===== src/rtl/ssd_debug_scan_if.sv =====
// rtl/ssd_debug_scan_if.sv - CPU debug taps, page button and seven-segment display signals
interface ssd_debug_scan_if;
    logic        page_btn;
    logic [15:0] pc;
    logic [15:0] insn;
    logic [3:0]  state;
    logic [7:0]  outport;
    logic [7:0]  seg;
    logic [3:0]  an;
    logic [1:0]  page;

    modport master (
        output page_btn, pc, insn, state, outport,
        input  seg, an, page
    );

    modport slave (
        input  page_btn, pc, insn, state, outport,
        output seg, an, page
    );
endinterface


===== src/rtl/ssd_debug_scan.sv =====
// rtl/ssd_debug_scan.sv - four-digit multiplexed hex debug display with page select
// Optional button debounce is built when SSD_DEBOUNCE_EN is defined.
module ssd_debug_scan #(
    parameter int PRESCALE_BITS = 15,
    parameter int DEBOUNCE_BITS = 16
) (
    input  logic             clk,
    input  logic             reset,
    ssd_debug_scan_if.slave  dbg
);

    localparam logic [1:0] PAGE_PC    = 2'd0;
    localparam logic [1:0] PAGE_INSN  = 2'd1;
    localparam logic [1:0] PAGE_STATE = 2'd2;
    localparam logic [PRESCALE_BITS-1:0] PRE_ONE = 1;

    logic [PRESCALE_BITS-1:0] prescale;
    logic [1:0]  digit;
    logic [1:0]  page_q;
    logic [1:0]  snap_page;
    logic [15:0] snapshot;
    logic [15:0] page_value;
    logic [7:0]  seg_q;
    logic [3:0]  an_q;
    logic        sync1;
    logic        sync2;
    logic        level;
    logic        level_d;
    logic        page_evt;
    logic        digit_step;
    logic        scan_wrap;
    logic [3:0]  nibble;
    logic [6:0]  glyph;
    logic        dp_n;

    assign digit_step = &prescale;
    assign scan_wrap  = digit_step && (digit == 2'd3);
    assign page_evt   = level && !level_d;

    always_comb begin
        page_value = {4'h0, dbg.state, dbg.outport};
        case (page_q)
            PAGE_PC:   page_value = dbg.pc;
            PAGE_INSN: page_value = dbg.insn;
            default:   page_value = {4'h0, dbg.state, dbg.outport};
        endcase
    end

    // Display path reads only the frozen snapshot so one scan shows one sample.
    always_comb begin
        nibble = snapshot[3:0];
        case (digit)
            2'd1:    nibble = snapshot[7:4];
            2'd2:    nibble = snapshot[11:8];
            2'd3:    nibble = snapshot[15:12];
            default: nibble = snapshot[3:0];
        endcase
        dp_n = (digit != snap_page);
    end

    always_comb begin
        glyph = 7'h7F;
        case (nibble)
            4'h0: glyph = 7'h40;
            4'h1: glyph = 7'h79;
            4'h2: glyph = 7'h24;
            4'h3: glyph = 7'h30;
            4'h4: glyph = 7'h19;
            4'h5: glyph = 7'h12;
            4'h6: glyph = 7'h02;
            4'h7: glyph = 7'h78;
            4'h8: glyph = 7'h00;
            4'h9: glyph = 7'h10;
            4'hA: glyph = 7'h08;
            4'hB: glyph = 7'h03;
            4'hC: glyph = 7'h46;
            4'hD: glyph = 7'h21;
            4'hE: glyph = 7'h06;
            4'hF: glyph = 7'h0E;
            default: glyph = 7'h7F;
        endcase
    end

`ifdef SSD_DEBOUNCE_EN
    localparam logic [DEBOUNCE_BITS-1:0] DB_ONE = 1;
    logic [DEBOUNCE_BITS-1:0] db_count;
    logic                     db_level;

    // Count consecutive clocks of disagreement; any agreement restarts the count.
    always_ff @(posedge clk) begin
        if (reset) begin
            db_count <= '0;
            db_level <= 1'b0;
        end else if (sync2 != db_level) begin
            if (&db_count) begin
                db_level <= sync2;
                db_count <= '0;
            end else begin
                db_count <= db_count + DB_ONE;
            end
        end else begin
            db_count <= '0;
        end
    end

    assign level = db_level;
`else
    logic db_unused;
    assign db_unused = (DEBOUNCE_BITS > 0);
    assign level     = sync2;
`endif

    always_ff @(posedge clk) begin
        if (reset) begin
            prescale  <= '0;
            digit     <= 2'd0;
            page_q    <= PAGE_PC;
            snapshot  <= 16'h0000;
            snap_page <= PAGE_PC;
            sync1     <= 1'b0;
            sync2     <= 1'b0;
            level_d   <= 1'b0;
            seg_q     <= 8'hFF;
            an_q      <= 4'hF;
        end else begin
            prescale <= prescale + PRE_ONE;
            if (digit_step)
                digit <= digit + 2'd1;
            // page_q here is the pre-event value, so a coincident press shows next scan
            if (scan_wrap) begin
                snapshot  <= page_value;
                snap_page <= page_q;
            end
            seg_q   <= {dp_n, glyph};
            an_q    <= ~(4'b0001 << digit);
            sync1   <= dbg.page_btn;
            sync2   <= sync1;
            level_d <= level;
            if (page_evt)
                page_q <= (page_q == PAGE_STATE) ? PAGE_PC : page_q + 2'd1;
        end
    end

    assign dbg.seg  = seg_q;
    assign dbg.an   = an_q;
    assign dbg.page = page_q;

endmodule


===== src/flat_wrapper.sv =====
// flat-port wrapper written by rule: the top's interface ports become plain ports
module ssd_debug_scan_flat 
#(
    parameter int PRESCALE_BITS = 15,
    parameter int DEBOUNCE_BITS = 16
)
  (clk, reset, dbg_page_btn, dbg_pc, dbg_insn, dbg_state, dbg_outport, dbg_seg, dbg_an, dbg_page);
  ssd_debug_scan_if dbg_i ();
  input  logic clk;
  input  logic reset;
  input wire logic [$bits(dbg_i.page_btn)-1:0] dbg_page_btn;
  input wire logic [$bits(dbg_i.pc)-1:0] dbg_pc;
  input wire logic [$bits(dbg_i.insn)-1:0] dbg_insn;
  input wire logic [$bits(dbg_i.state)-1:0] dbg_state;
  input wire logic [$bits(dbg_i.outport)-1:0] dbg_outport;
  output wire logic [$bits(dbg_i.seg)-1:0] dbg_seg;
  output wire logic [$bits(dbg_i.an)-1:0] dbg_an;
  output wire logic [$bits(dbg_i.page)-1:0] dbg_page;
  assign dbg_i.page_btn = dbg_page_btn;
  assign dbg_i.pc = dbg_pc;
  assign dbg_i.insn = dbg_insn;
  assign dbg_i.state = dbg_state;
  assign dbg_i.outport = dbg_outport;
  assign dbg_seg = dbg_i.seg;
  assign dbg_an = dbg_i.an;
  assign dbg_page = dbg_i.page;
  ssd_debug_scan #(.PRESCALE_BITS(PRESCALE_BITS), .DEBOUNCE_BITS(DEBOUNCE_BITS)) u_core (.clk(clk), .reset(reset), .dbg(dbg_i));
endmodule

===== config.mk =====
export PLATFORM = sky130hd
export DESIGN_NAME = ssd_debug_scan_flat
export DESIGN_NICKNAME = d
export VERILOG_FILES = /design/src/rtl/ssd_debug_scan_if.sv /design/src/rtl/ssd_debug_scan.sv /design/src/flat_wrapper.sv
export SDC_FILE = /design/constraint.sdc
export NUM_CORES = 1
export LEC_CHECK = 0
export ABC_AREA = 1
export ABC_CLOCK_PERIOD_IN_PS = 4900
export BUFFER_PORTS_ARGS = -buffer_cell sky130_fd_sc_hd__buf_2
export CAP_MARGIN = 15
export CORE_UTILIZATION = 35
export DETAILED_ROUTE_END_ITERATION = 10
export GPL_TIMING_DRIVEN = 0
export PLACE_DENSITY = 0.65
export SLEW_MARGIN = 20
export SYNTH_ARGS = -nofsm -noshare
export SYNTH_HDL_FRONTEND = slang
export SYNTH_SLANG_ARGS = --single-unit

===== constraint.sdc =====
create_clock -name clk -period 4.9 [get_ports clk]
set_input_delay 0.245 -clock clk [delete_from_list [all_inputs] [get_ports clk]]
set_output_delay 0.245 -clock clk [all_outputs]
set_load 0.05 [all_outputs]

# Word-level counts from Yosys, hierarchy flattened
# Memory sizes are Yosys's and may differ from the RTL's. A register that Yosys moved wholly into a read port is not among the register bits.
# Index checks and enable logic that the tools add are counted.
# totals
input_bits,47
word_cells,30
out_inout_bits,14
latch_bits,0
memories,1
ramBits,0
mem_bits_ro,112
reg_bits,52
# op_classes
mux,3
eq_ne,6
multipliers,0
magnitude_cmp,0
shifts,1
n_bitwise,1
addsub,3
n_reduce_logical,5
div,0
# mem_list
name,depth,width,rd,rd_ports_with_merged_regs,wr,line,text
(no name shown),16,7,1,1,0,ssd_debug_scan.sv:63,case (nibble)
# ops
cell,count
$pmux W16 S2,1
$add A15 B1 Y15 const B,1
$reduce_and A15 Y1,1
$pmux W4 S3,1
$eq A2 B2 Y1 const B,3
$add A2 B1 Y2 const B,2
$eq A2 B1 Y1 const B,2
$not A4 Y4,1
$shl A1 B2 Y4 const A,1
$logic_and A1 B1 Y1,2
$logic_not A2 Y1,1
$mux W2,1
$ne A2 B2 Y1,1
$logic_not A1 Y1,1

# Longest topological paths before layout
# logic_depth
depth_word,2
mapped_depth,11
ltp_nobuf,11

# Least setup slack after synthesis
# No wires, ideal clock.
# synth_timing
path_kind,register to register
start,register u_core.digit[0]
end,register u_core.seg_q[2] (netlist: u_core.dbg.seg[2])
setup_slack_ns,2.975
t_required_ns,4.836
synth_period_minus_slack_ns,1.925
setup_ns,0.064
n_path_buf,0
t_arrival_ns,1.862
stages_incl_launch_ff,12
cell_sequence,dfxtp_1 > inv_1 > ha_1 > inv_2 > or2_2 > o21ai_2 > inv_1 > ha_1 > inv_1 > nand3_1 > or2_1 > nand3_1
# synth_between
elab_chain_cells,2
word_cells_on_any_way,4
cone_classes,eq/ne (3); mux (1)
# synth_lines
element,line,text
start: declaration,ssd_debug_scan.sv:18,logic [1:0] digit;
start signal: assignment,ssd_debug_scan.sv:128,digit <= digit + 2'd1;
$eq A2 B2 Y1 / $eq A2 B1 Y1 (equally long branches),ssd_debug_scan.sv:52,case (digit)
$pmux W4 S3 *,ssd_debug_scan.sv:52,
end: declaration,ssd_debug_scan.sv:23,logic [7:0] seg_q;
# Mark *: on every way between the ends. The rest lies on a longest branch, timed or not.
# A chain may end at the register's enable or synchronous reset.

# Final worst setup path
# Ends and elaborated chain as after synthesis.

==> flow_summary.ini <==
[hold_path]
whs_endpoint = u_core.sync1
hold-path-cell-count = 3
hold_path.class = input pin to flop
hp-start = dbg_page_btn

[global_routing]
antenna_found_initial = 0
gr-total-overflow = 0
grt_pass1_vias = 2563
grt_start_max_net_pins = 15
grt_first_pass_wirelength_mm = 11.23
track_usage_pct = 15.88

[logic_synthesis]
syn_nets = 451
synth_area_leaders = dfxtp_1 (35%), nand2_1 (13%), nand3_1 (8.7%)
seq_area_frac_synth_pct = 34.61
synth_area_per_cell_um2 = 7.673
synth_area_um2 = 3008
netlist_instances = 392
synth_top_cell_by_area = dfxtp_1
synth_top_area_share_pct = 34.61
ys_seq_elements = 52
yosysUniqueCellTypes = 37
synth_warnings = 0

[clocking]
clk_path_buf_depth = 2
clk_latency_ps = 310
cts_buffers = 5
cts_hold_buf = 0
cts_resized = 0
htree_levels = 2
post-cts-setup-buffers = 0
clk_pin_slew_worst_paths_ps = 90
clkSinkCount = 52
cts_tree = built
ctsRootBufferMaster = clkbuf_8

[pwr]
ir_drop_mv = 0.1128
powerDensity_nw_per_um2 = 220.6
leakagePower_nw = 1.506

[setup_path]
worst_setup_path_start_kind = flop
crit_type = flop to flop
worstPathArrival_ps = 2460
r2r_end = u_core.dbg.seg[2]
cp_max_fo = 8
timing.rr.start = u_core.digit[0]
end_kind = flop
r2r_slack_ps = 2690
r2r_cells = 11
cp.required_ps = 5150

[finish]
fill_cells = 886
multi_input_area_um2 = 1697
layout_common_cells = nand2_1 (106), buf_2 (63), nand3_1 (52), dfxtp_1 (52), nor2_1 (27)
final_net_count = 518
drive_gt1_share_pct = 32.39
syn2layout_area_growth_pct = 17.35
final_common_cell = nand2_1
final_cells = 565
diodes = 0
final-seq-area_um2 = 1041

[floorplanning]
die_area_um2 = 8969
initial_core_util_pct = 36.42
core_area_um2 = 8258
row_count = 33
die_y_um = 94.71
die_x_um = 94.71
io_pins = 61

[timing]
setup_slack_ps = 2690
slew_headroom_pct = 56.94
hold_violations = 0
finalSetupViolCount = 0
worstMarginPinSlew_ps = 645.8
rsz0062_at_grt = no
clock_skew_ps = 5.751
clock.fmax_ghz = 0.4525
tns_ps = 0
min_period_over_period_pct = 45.10
finalMaxSlewViolations = 0
post-route-min-period_ps = 2210

[detailed_routing]
dr.pass1.iters = 4
vias_per_cell = 4.694
avgRoutedWirePerCell_um = 11.53
vias = 2652
routed_wl_mm = 6.517
ant_nets = 0
drc = 0
drt_iter0_drc = 151

[placement]
dpl.cell_count = 557
dp_slack_ps = 2704
io_buffers = 60
dp_hpwl_mm = 4.982
place_congestion = 0.8199

[status]
status = finished, final reports clean

[run]
maxCapViolCount = 0
[how the worst max path moves through the flow]
stage / from / end / slack (ps)
after floorplan: u_core.digit[0] / u_core.dbg.seg[2] / 2970
after global routing: u_core.digit[0] / u_core.dbg.seg[2] / 2430
after CTS: u_core.digit[0] / u_core.dbg.seg[2] / 2670
after global placement: u_core.digit[0] / u_core.dbg.seg[2] / 2760
after detailed placement: u_core.digit[0] / u_core.dbg.seg[2] / 2700
final: u_core.digit[0] / u_core.dbg.seg[2] / 2690
[logic make-up (layout without fill, tap and decap cells)]
kind of cell             after synthesis  after routing  synth area share [%]
AO/OA/AOI/OAI                         43             43                 10.27
XOR/XNOR                               4              4                 1.165
flip-flops                            52             52                 34.61
buffers and inverters                 46            114                 8.985
adder cells (fa/ha/maj)               12             12                 4.992
AND/OR/NAND/NOR                      235            235                 39.98
[layer usage]
metal	share of wire [%]	wire length [um]	track usage [%]	vias up
li1	-	-	-	1403
met1	46	2979	19.43	1204
met2	49	3195	28.36	38
met3	4.2	274	3.623	7
met4	1.0	68	3.030	0
met5	0	0	0	-
[flip-flops by register name (all words and copies together), names as in the netlist]
name              count
u_core.dbg.page       2
u_core.snap_page      2
u_core.level_d        1
u_core.sync1          1
u_core.digit          2
u_core.dbg.an         4
u_core.dbg.seg        8
u_core.prescale      15
u_core.snapshot      16
u_core.level          1
[synth_stat cells, drive strengths merged]
master,n
clkinv,1
ha,12
o21ai,8
a21oi,32
inv,28
o21bai,1
nor3,3
nand4,2
nor2,32
clkbuf,6
o211ai,1
o21a,1
or2,4
xor2,2
xnor2,2
buf,10
dfxtp,52
nand2,120
nand3,74
dlygate4sd1,1
[where the power goes]
part,switching [W],internal (W),leakage (nW)
Clock,0.000139,0.000116,0.0455
Sequential,0.00000297,0.000430,0.423
Combinational,0.0000585,0.0000333,1.04
[critical path, cell delays in order (launching register included)]
cell	delay, ps
dfxtp_1	430
inv_1	130
ha_1	270
inv_2	130
nand2_1	80
o21ai_2	270
inv_1	130
ha_1	240
inv_1	80
nand3_1	90
or2_1	220
nand3_1	60
[area by class of cell]
cell class,count,area share [%]
clock buffer,8,2.552
inverter,29,3.084
sequential,52,29.49
buffer,17,4.573
timing repair buffer,60,8.508
tap,105,3.722
multi-input combinational,294,48.07
[metrics by stage]
stage                     hold slack [ps]  utilization [%]  total power [W]  instance area (um2)
final                               130.5            42.74        0.0007786                 3530
after detailed placement            392.8            41.65        0.0005353                 3440
after floorplan                     352.0                -        0.0005013                 3008
after global routing                133.2            42.74        0.0008181                 3530
after CTS                           125.1            42.74        0.0007868                 3530
after global placement              393.7            41.65        0.0005346                 3440
Power figures use the tool's default switching activity.
